==> config.mk <==
export PLATFORM = sky130hd
export DESIGN_NAME = pop_reader
export DESIGN_NICKNAME = d
export VERILOG_FILES = /design/src/rtl/pop_pkg.sv /design/src/rtl/sync_fifo.sv /design/src/rtl/pop_reader.sv
export SDC_FILE = /design/constraint.sdc
export NUM_CORES = 1
export LEC_CHECK = 0
export ABC_AREA = 1
export BUFFER_PORTS_ARGS = -buffer_cell sky130_fd_sc_hd__clkbuf_2
export CAP_MARGIN = 40
export CORE_ASPECT_RATIO = 0.8
export CORE_MARGIN = 2
export CORE_UTILIZATION = 40
export DETAILED_ROUTE_END_ITERATION = 8
export PLACE_DENSITY_LB_ADDON = 0.12
export SYNTH_ARGS = -nofsm -noshare
export SYNTH_HDL_FRONTEND = slang
export SYNTH_SLANG_ARGS = --single-unit
==> constraint.sdc <==
create_clock -name clk -period 1.6 [get_ports clk]
set_input_delay 0.08 -clock clk [delete_from_list [all_inputs] [get_ports clk]]
set_output_delay 0.08 -clock clk [all_outputs]
set_load 0.03 [all_outputs]
==> src/rtl/pop_pkg.sv <==
// Shared types and width helpers for the population read-side master.
package pop_pkg;

    // Frame sequencing states.
    typedef enum logic [1:0] {
        StIdle,
        StSweep,
        StDrain
    } state_e;

    // Framing flags carried alongside each sample through the output buffer.
    typedef struct packed {
        logic first;
        logic last;
    } beat_tag_t;

    // Bits needed to hold the values 0..n inclusive.
    function automatic int unsigned cnt_width(input int unsigned n);
        return (n < 1) ? 1 : $clog2(n + 1);
    endfunction

    // Bits needed to index 0..n-1, never less than one.
    function automatic int unsigned idx_width(input int unsigned n);
        return (n < 2) ? 1 : $clog2(n);
    endfunction

endpackage

==> src/rtl/sync_fifo.sv <==
// Synchronous FIFO with count/full/empty; the head is read directly from storage
// registers, so it is stable while nothing pops.
module sync_fifo
    import pop_pkg::*;
#(
    parameter int unsigned WIDTH = 8,
    parameter int unsigned DEPTH = 4,
    localparam int unsigned CW = cnt_width(DEPTH)
) (
    input  logic             clk,
    input  logic             rst,
    input  logic             push,
    input  logic [WIDTH-1:0] wdata,
    input  logic             pop,
    output logic [WIDTH-1:0] rdata,
    output logic             full,
    output logic             empty,
    output logic [CW-1:0]    count
);

    localparam int unsigned   PW      = idx_width(DEPTH);
    localparam logic [PW-1:0] LastPtr = PW'(DEPTH - 1);
    localparam logic [CW-1:0] DepthC  = CW'(DEPTH);

    logic [WIDTH-1:0] mem_q [DEPTH];
    logic [PW-1:0]    wr_ptr_q;
    logic [PW-1:0]    rd_ptr_q;
    logic [CW-1:0]    count_q;
    logic             do_push;
    logic             do_pop;

    assign full    = (count_q == DepthC);
    assign empty   = (count_q == '0);
    assign count   = count_q;
    assign do_pop  = pop && !empty;
    assign do_push = push && !full;
    // Zero when empty so the outputs read as 0 out of reset without clearing storage.
    assign rdata   = empty ? '0 : mem_q[rd_ptr_q];

    // Pointers wrap explicitly so non-power-of-two depths work.
    function automatic logic [PW-1:0] next_ptr(input logic [PW-1:0] p);
        return (p == LastPtr) ? '0 : p + PW'(1);
    endfunction

    // Storage write; contents need no reset because empty masks the head.
    always_ff @(posedge clk) begin
        if (do_push) begin
            mem_q[wr_ptr_q] <= wdata;
        end
    end

    // Pointer and occupancy bookkeeping; push and pop together leave count unchanged.
    always_ff @(posedge clk) begin
        if (rst) begin
            wr_ptr_q <= '0;
            rd_ptr_q <= '0;
            count_q  <= '0;
        end else begin
            if (do_push) begin
                wr_ptr_q <= next_ptr(wr_ptr_q);
            end
            if (do_pop) begin
                rd_ptr_q <= next_ptr(rd_ptr_q);
            end
            case ({do_push, do_pop})
                2'b10:   count_q <= count_q + CW'(1);
                2'b01:   count_q <= count_q - CW'(1);
                default: count_q <= count_q;
            endcase
        end
    end

    // Upstream credit accounting must never let a write reach a full buffer.
    a_no_push_on_full: assert property (@(posedge clk) disable iff (rst) !(push && full));

endmodule

==> src/rtl/pop_reader.sv <==
// Read-side master for the population register file: sweeps addresses 0..POPSIZE-1
// on each new_data pulse and forwards the returned samples as a framed valid/ready
// stream. Requests are issued only against free buffer slots because the file's
// one-cycle read return cannot be back-pressured.
module pop_reader
    import pop_pkg::*;
#(
    parameter int unsigned POPSIZE    = 100,
    parameter int unsigned DATA_WIDTH = 8,
    parameter int unsigned FIFO_DEPTH = 4,
    localparam int unsigned AW = idx_width(POPSIZE)
) (
    input  logic                  clk,
    input  logic                  rst,
    input  logic                  new_data,
    output logic                  rd_rqst,
    output logic [AW-1:0]         read_addr,
    input  logic                  data_vld,
    input  logic [DATA_WIDTH-1:0] data_out,
    output logic                  m_valid,
    input  logic                  m_ready,
    output logic [DATA_WIDTH-1:0] m_data,
    output logic                  m_first,
    output logic                  m_last,
    output logic                  busy,
    output logic                  overrun
);

    localparam int unsigned   IW      = cnt_width(POPSIZE);
    localparam int unsigned   CW      = cnt_width(FIFO_DEPTH);
    localparam logic [IW-1:0] LastIdx = IW'(POPSIZE - 1);
    localparam logic [CW:0]   DepthC  = (CW + 1)'(FIFO_DEPTH);

    typedef struct packed {
        logic [DATA_WIDTH-1:0] data;
        beat_tag_t             tag;
    } beat_t;

    state_e        state_q;
    logic [IW-1:0] issue_cnt_q;
    logic [IW-1:0] recv_cnt_q;
    logic          inflight_q;
    logic          overrun_q;

    logic [CW-1:0] fifo_count;
    logic [CW:0]   credits_used;
    logic          fifo_full;
    logic          fifo_empty;
    logic          push;
    logic          pop;
    beat_t         push_beat;
    beat_t         head_beat;

    // Slots already committed: occupied entries plus the read still in flight.
    assign credits_used = {1'b0, fifo_count} + (CW + 1)'(inflight_q);

    assign rd_rqst   = (state_q == StSweep) && (credits_used < DepthC);
    assign read_addr = (state_q == StSweep) ? issue_cnt_q[AW-1:0] : '0;
    assign busy      = (state_q != StIdle);
    assign overrun   = overrun_q;

    // Returns are trusted only when we asked for them the cycle before.
    assign push = data_vld && inflight_q;
    assign pop  = m_valid && m_ready;

    assign m_valid = !fifo_empty;
    assign m_data  = head_beat.data;
    assign m_first = head_beat.tag.first;
    assign m_last  = head_beat.tag.last;

    // Tag each return with its position in the frame.
    always_comb begin
        push_beat           = '0;
        push_beat.data      = data_out;
        push_beat.tag.first = (recv_cnt_q == '0);
        push_beat.tag.last  = (recv_cnt_q == LastIdx);
    end

    // Frame sequencing, issue/receive counters and the sticky overrun flag.
    always_ff @(posedge clk) begin
        if (rst) begin
            state_q     <= StIdle;
            issue_cnt_q <= '0;
            recv_cnt_q  <= '0;
            inflight_q  <= 1'b0;
            overrun_q   <= 1'b0;
        end else begin
            inflight_q <= rd_rqst;
            if (push) begin
                recv_cnt_q <= recv_cnt_q + IW'(1);
            end
            // Includes the DRAIN->IDLE cycle: the frame is still considered busy then.
            if (new_data && (state_q != StIdle)) begin
                overrun_q <= 1'b1;
            end
            unique case (state_q)
                StIdle: begin
                    if (new_data) begin
                        state_q     <= StSweep;
                        issue_cnt_q <= '0;
                        recv_cnt_q  <= '0;
                    end
                end
                StSweep: begin
                    if (rd_rqst) begin
                        issue_cnt_q <= issue_cnt_q + IW'(1);
                        if (issue_cnt_q == LastIdx) begin
                            state_q <= StDrain;
                        end
                    end
                end
                StDrain: begin
                    if (pop && head_beat.tag.last) begin
                        state_q <= StIdle;
                    end
                end
                default: state_q <= StIdle;
            endcase
        end
    end

    sync_fifo #(
        .WIDTH ($bits(beat_t)),
        .DEPTH (FIFO_DEPTH)
    ) u_fifo (
        .clk   (clk),
        .rst   (rst),
        .push  (push),
        .wdata (push_beat),
        .pop   (pop),
        .rdata (head_beat),
        .full  (fifo_full),
        .empty (fifo_empty),
        .count (fifo_count)
    );

    // A request is only legal with at least one free slot in the buffer.
    a_rqst_has_room: assert property (@(posedge clk) disable iff (rst) rd_rqst |-> !fifo_full);

    // Addresses issued never leave the population window.
    a_addr_in_range: assert property (@(posedge clk) disable iff (rst)
        rd_rqst |-> (issue_cnt_q <= LastIdx));

endmodule

==> metrics.md, run 1 <==
| Metric | Value |
|---|---|
| Run status | finished, violations left |
| Violated checks | setup timing |
| ANT cells | 0 |
| Clock sinks | 67 |
| Remaining global-route overflow | 0 |
| DRT Pass-1 Iters | 4 |
| CTS buffer count | 9 |
| Worst slew pin tran | 0.304 ns |
| Async SR Flop Fraction | 0% |
| Post-route cell area | 3920 um2 |
| CP max-delay cell | fa_2 |
| # setup viols final | 1 |
| CTS tree | built |
| Post-Route WL | 6290 um |
| Fin crit period | 1.65 ns |
| Pins Over Slew Limit | 0 |
| GP Congestion | 0.809 |
| Multi-input logic area | 1160 um2 |
| Cell variety after synth | 35 |
| Pin count of the biggest net entering global routing | 17 |
| Critical path peak fanout | 3 |
| H-tree depth | 3 |
| Synth Area per Inst | 9.49 um2 |
| Routed length per instance | 13.0 um |
| Clk_lat worst skew | 0.34 ns |
| Pwr Density | 1390 nW/um2 |
| Final period util | 103% |
| Initial antenna violation count | 0 |
| Number of enable flip-flop cells after synthesis | 40 |
| First-pass GRT wire length | 10,200 um |
| Primary FF master, synth | edfxtp_1 |
| # DRC | 0 |
| Hold Violations, Final | 0 |
| Hold Crit Depth | 3 |
| Final worst setup slack | -0.0541 ns |
| Post-route antenna net violation count | 0 |
| CP cell instances | inv_4, nand3_4, nand2_4, ha_4, inv_4, fa_2, a21oi_2, o21ai_2, o21ai_1, a21oi_1 |
| Peak VDD IR | 0.630 mV |
| WP buf/inv | 2 |
| Reg area | 1760 um2 |
| Core Util, Final | 53.2% |
| Clk_skew | 0.00876 ns |
| Hold Crit Class | in2reg |
| Share of layout cells above drive strength 1 | 28.4% |
| Max_slew headroom | 79.7% |
| R2R cell count | 10 |
| CTS max path bufs | 2 |
| Top cell by count, worst path | inv_4 |
| Synthesized Nets | 342 |
| Area Growth Syn to Fin | 29.4% |
| CP arrival | 1.87 ns |
| Post-Place Cell Area | 3410 um2 |
| DR vias/cell | 4.73 |
| Vias in the first global route | 2,075 |
| I/O Buffers | 33 |
| Crit Path Class | reg2reg |
| Worst setup EP type | flop |
| # IOs | 34 |
| DRT iter0 DRCs | 62 |
| Synth Cell Area | 3030 um2 |
| Register area share after synthesis | 57.5% |
| Hpwl dp | 4160 um |
| Core Region | 7360 um2 |
| Critical Path RT | 1.82 ns |
| Root buffer cell | clkbuf_8 |
| Reg2reg setup slack | -0.05 ns |
| Max cap viols | 0 |
| Rows | 28 |
| CTS clk-pin slew, worst paths | 0.07 ns |
| Top cell family by delay on the critical path | adder cells |
| Vias | 2,287 |
| Die X | 101 um |
| Fmax | 0.605 GHz |
| CP Depth | 10 |
| Mapped Cells | 319 |
| Die Ht | 81.8 um |
| Fillcell total | 694 |
| RSZ-0062 raised after global routing | true |
| Worst Setup Start Kind | flop |
| Yosys warning count | 0 |
| Critical path's largest stage delay | 0.37 ns |
| Synth Register Bits | 67 |
| Nets | 412 |
| Starting density of the core | 41.1% |
| P_leak | 1.55 nW |
| Die Area | 8280 um2 |
| GR Util All Layers | 16.4% |
-- placed cells by master, fill, tap and decap left out, types with 3 or more instances in the layout --
cell           instances
ha_1                   8
dfxtp_1               21
nand4_1                5
clkbuf_2              21
a21oi_1               21
nand2_1               30
dfxtp_4                4
nor2_2                 5
nor2_1                66
dlygate4sd3_1          8
inv_1                 31
buf_4                 32
nor3_1                 3
xor2_1                 4
inv_4                  6
edfxtp_1              40
a21oi_2                4
o21ai_1               14
o21ai_0               14
nand3_1               12
clkbuf_8               9
-- final cells by class --
class	count	share of cell area [%]
Multi-Input combinational cell	205	29.7
Timing Repair Buffer	66	12.6
Clock buffer	10	3.26
Sequential cell	67	44.9
Tap cell	90	2.87
Clock inverter	6	2.30
Inverter	40	4.31
-- report_power, final --
| group | internal [mW] | switching [mW] | leakage (nW) | total (mW) |
|---|---|---|---|---|
| Sequential | 1.93 | 0.107 | 0.577 | 2.04 |
| Clock | 0.880 | 0.654 | 0.106 | 1.53 |
| Combinational | 0.760 | 1.11 | 0.862 | 1.87 |
| Total | 3.57 | 1.87 | 1.55 | 5.44 |
-- cell families after synthesis --
group                      count (synthesis)  share of synthesized area [%]
and+or+nand+nor                          133                           20.0
DFF                                       67                           57.5
AOI/OAI and AO/OA                         58                           10.3
buffers and inverters                     47                           6.66
adders and majority gates                 10                           4.38
xor gates and xnor gates                   4                           1.16
-- timing repair --
item	4_1_cts	5_1_grt
pin swaps	5	16
setup endpoints to repair	10	51
resized for setup	15	49
hold buffers	8	0
gates cloned	0	1
setup buffers	4	6
hold endpoints to repair	32	0
-- sequential cells by signal, summed over array words and instances, names as in the netlist, named ones only --
signal	cells
u_fifo.mem_q	40
u_fifo.rd_ptr_q	2
recv_cnt_q	7
u_fifo.wr_ptr_q	2
u_fifo.count	3
issue_cnt_q	7
overrun	1
inflight_q	1
state_q	2
-- synth_stat cells (2+ instances only) --
cell / number / share of area (%)
nor2_1: 71 / 8.8
edfxtp_1: 40 / 40
inv_1: 36 / 4.5
nand2_1: 31 / 3.8
dfxtp_1: 27 / 18
a21oi_1: 24 / 4.0
o21ai_0: 24 / 4.0
nand3_1: 13 / 2.1
ha_1: 9 / 3.7
nand4_1: 5 / 1.0
o21ai_1: 5 / 0.83
xor2_1: 4 / 1.2
buf_2: 3 / 0.50
nor3_1: 3 / 0.50
buf_6: 2 / 0.74
inv_2: 2 / 0.25
nor2_2: 2 / 0.41
-- worst min-delay path, delay by kind of cell --
kind | cells | cell delay (ns)
AO/OA/AOI/OAI | 1 | 0.07
buffers and inverters | 1 | 0.11
AND/OR/NAND/NOR | 1 | 0.07
-- layer usage --
layer	up-vias	routed length, um	global-route usage (%)
li1	1197	-	-
met1	1047	3190	21.6
met2	37	2810	25.8
met3	6	227	5.96
met4	0	64	4.46
met5	-	0	0
-- per-stage QoR --
step | setup WS [ns] | power (mW) | instances | setup TNS, ns | hold WS [ns]
2_1_floorplan | 0.00519 | 3.12 | 319 | 0 | 0.179
3_5_place_dp | -0.0222 | 3.57 | 449 | -0.0222 | 0.308
4_1_cts | 0.00889 | 5.24 | 477 | 0 | 0.0186
6_report | -0.0541 | 5.44 | 484 | -0.0541 | 0.0336
3_3_place_gp | 0.00506 | 3.54 | 449 | 0 | 0.307
5_1_grt | -0.193 | 5.75 | 484 | -0.263 | 0.0506
-- worst paths after layout --
check	from	endpoint
worst max-delay path	u_fifo.count[0]	u_fifo.count[2]
worst min-delay path	new_data	overrun
worst max register to register	u_fifo.count[0]	u_fifo.count[2]
worst min register to register	overrun	overrun
No activity file was read; power rests on OpenSTA's default activity.
==> run 2, diff against run 1 <==
--- a/config.mk
+++ b/config.mk
@@ -10,7 +10,7 @@
 export CAP_MARGIN = 40
 export CORE_ASPECT_RATIO = 0.8
 export CORE_MARGIN = 2
-export CORE_UTILIZATION = 40
+export CORE_UTILIZATION = 52
 export DETAILED_ROUTE_END_ITERATION = 8
 export PLACE_DENSITY_LB_ADDON = 0.12
 export SYNTH_ARGS = -nofsm -noshare
==> run 2 against run 1 <==
  * Largest power group unchanged
  * Wire length grew 0.87%
  * Register-to-register slack gained 0.04 ns
  * Sequential cell count is the same
  * Critical path depth is the same
  * Power shrank 0.78%
  * First-iteration DRC count grew 77%
  * The run still ends with setup timing left
==> metrics.md, run 2 (same netlist as run 1, synthesis figures left out) <==
| Metric | Value |
|---|---|
| Run status | finished, violations left |
| DR vias/cell | 4.94 |
| WP buf/inv | 2 |
| CP cell instances | inv_4, nand3_4, nand2_4, ha_4, inv_4, fa_2, a21oi_2, o21ai_1, o21ai_1, a21oi_1 |
| Worst slew pin tran | 0.297 ns |
| # IOs | 34 |
| Pwr Density | 1380 nW/um2 |
| Die Ht | 72.2 um |
| Place WS | -0.0526 ns |
| Worst Setup Start Kind | flop |
| Core Region | 5530 um2 |
| Layout Cells excl Fill | 475 |
| Share of layout cells above drive strength 1 | 28.0% |
| CTS clk-pin slew, worst paths | 0.07 ns |
| Crit Path Class | reg2reg |
| RSZ-0062 raised after global routing | true |
| DRT Pass-1 Iters | 4 |
| CP arrival | 1.84 ns |
| Top cell family by delay on the critical path | adder cells |
| Largest Register | u_fifo.mem_q |
| Area Growth Syn to Fin | 29.4% |
| Nets | 415 |
| Fin crit period | 1.62 ns |
| Largest register FFs | 40 |
| Critical Path RT | 1.82 ns |
| H-tree depth | 3 |
| Initial antenna violation count | 0 |
| Final period util | 101% |
| Die Area | 6450 um2 |
| Root buffer cell | clkbuf_8 |
| Max cap viols | 0 |
| Fillcell total | 436 |
| Max_slew headroom | 80.1% |
| Peak VDD IR | 0.810 mV |
| Vias in the first global route | 2,130 |
| ANT cells | 0 |
| # setup viols final | 1 |
| Met2 usage in global routing | 32.0% |
| Clk_skew | 0.00475 ns |
| P_leak | 1.55 nW |
| GR Layer Usage met3 | 6.60% |
| Clk_lat worst skew | 0.34 ns |
| GR peak layer | met2 |
| # DRC | 0 |
| Core Util, Final | 70.9% |
| GP Congestion | 0.840 |
| CTS buffer count | 9 |
| First-pass GRT wire length | 10,000 um |
| Rows | 24 |
| Starting density of the core | 54.8% |
| Post-route antenna net violation count | 0 |
| Met1 Usage GRT | 29.0% |
| DP Cell Count | 437 |
| Worst setup EP type | flop |
| Hold Violations, Final | 0 |
| I/O Buffers | 33 |
| Pin count of the biggest net entering global routing | 18 |
| Fmax | 0.619 GHz |
| Critical path's largest stage delay | 0.37 ns |
| Fin Hold WS | 0.0360 ns |
| Hold Crit Class | in2reg |
| Clock sinks | 67 |
| Largest regs | u_fifo.mem_q x40, issue_cnt_q x7, recv_cnt_q x7 |
| Final worst setup slack | -0.0166 ns |
| GR Util All Layers | 20.9% |
| Critical path peak fanout | 5 |
| Routed length per instance | 13.4 um |
| Vias | 2,347 |
| Violated checks | setup timing |
| DRT iter0 DRCs | 110 |
| Most frequent cells in the layout | nor2_1 (67), edfxtp_1 (40), inv_1 (30) |
| CTS max path bufs | 2 |
| Die X | 89.3 um |
| CTS tree | built |
| Remaining global-route overflow | 0 |
| Pins Over Slew Limit | 0 |
| Most common cell after layout, fill and taps aside | nor2_1 |
| Post-Route WL | 6350 um |
| Hpwl dp | 4000 um |
| CP max-delay cell | dfxtp_4 |
run 2: cell count changes in the layout (fill, tap and decap cells not counted), sizes merged:
cell    previous run  this run
clkinv             3         4
clkbuf            33        32
buf               35        38
run 2: through the flow:
| step | area (um2) | power, mW | setup TNS (ns) |
|---|---|---|---|
| after global routing | 3920 | 5.70 | -0.448 |
| after global placement | 3390 | 3.52 | 0 |
| final | 3920 | 5.40 | -0.0166 |
| after detailed placement | 3390 | 3.56 | -0.0526 |
| after CTS | 3760 | 5.17 | -0.00461 |
| after floorplan | 3070 | 3.12 | 0 |
run 2: layout make-up:
type	instances	area, um2	share of cell area, %
Clock buffer	9	124	3.16
Timing Repair Buffer	69	520	13.3
Clock inverter	7	82.6	2.11
Multi-Input combinational cell	205	1160	29.7
Tap cell	78	97.6	2.49
Sequential cell	67	1760	44.8
Inverter	40	174	4.44
run 2: final timing paths:
kind | depth (start not counted) | endpoint | from | slack [ns]
worst max-delay path | 10 | u_fifo.count[2] | u_fifo.count[0] | -0.02
worst min-delay path | 3 | overrun | new_data | 0.04
worst max register to register | 10 | u_fifo.count[2] | u_fifo.count[0] | -0.02
worst min register to register | 2 | overrun | overrun | 0.48
run 2: timing repair:
item / in CTS / in global routing
pin swaps: 7 / 12
gates cloned: 0 / 1
endpoints found under the hold margin: 32 / 0
setup endpoints to repair: 12 / 19
hold buffers: 8 / 0
resized for setup: 11 / 61
buffers inserted: 6 / 7
run 2: worst reg2reg max path, delay by kind of cell, from the launching register on:
| family | cells | cell delay [ns] |
|---|---|---|
| adders and majority gates | 2 | 0.49 |
| AOI/OAI and AO/OA | 4 | 0.41 |
| DFF | 1 | 0.37 |
| and+or+nand+nor | 2 | 0.15 |
| buffers and inverters | 2 | 0.09 |
run 2: metal layers:
metal | share of wire (%) | routed length [um]
met4 | 1.1 | 72
met2 | 47 | 3010
met1 | 46 | 2910
met5 | 0 | 0
met3 | 5.5 | 350
run 2: report_power, final:
part           internal [mW]  leakage (nW)  switching (mW)
clock                  0.855        0.0994           0.615
sequential              1.93         0.577           0.113
combinational          0.764         0.877            1.12
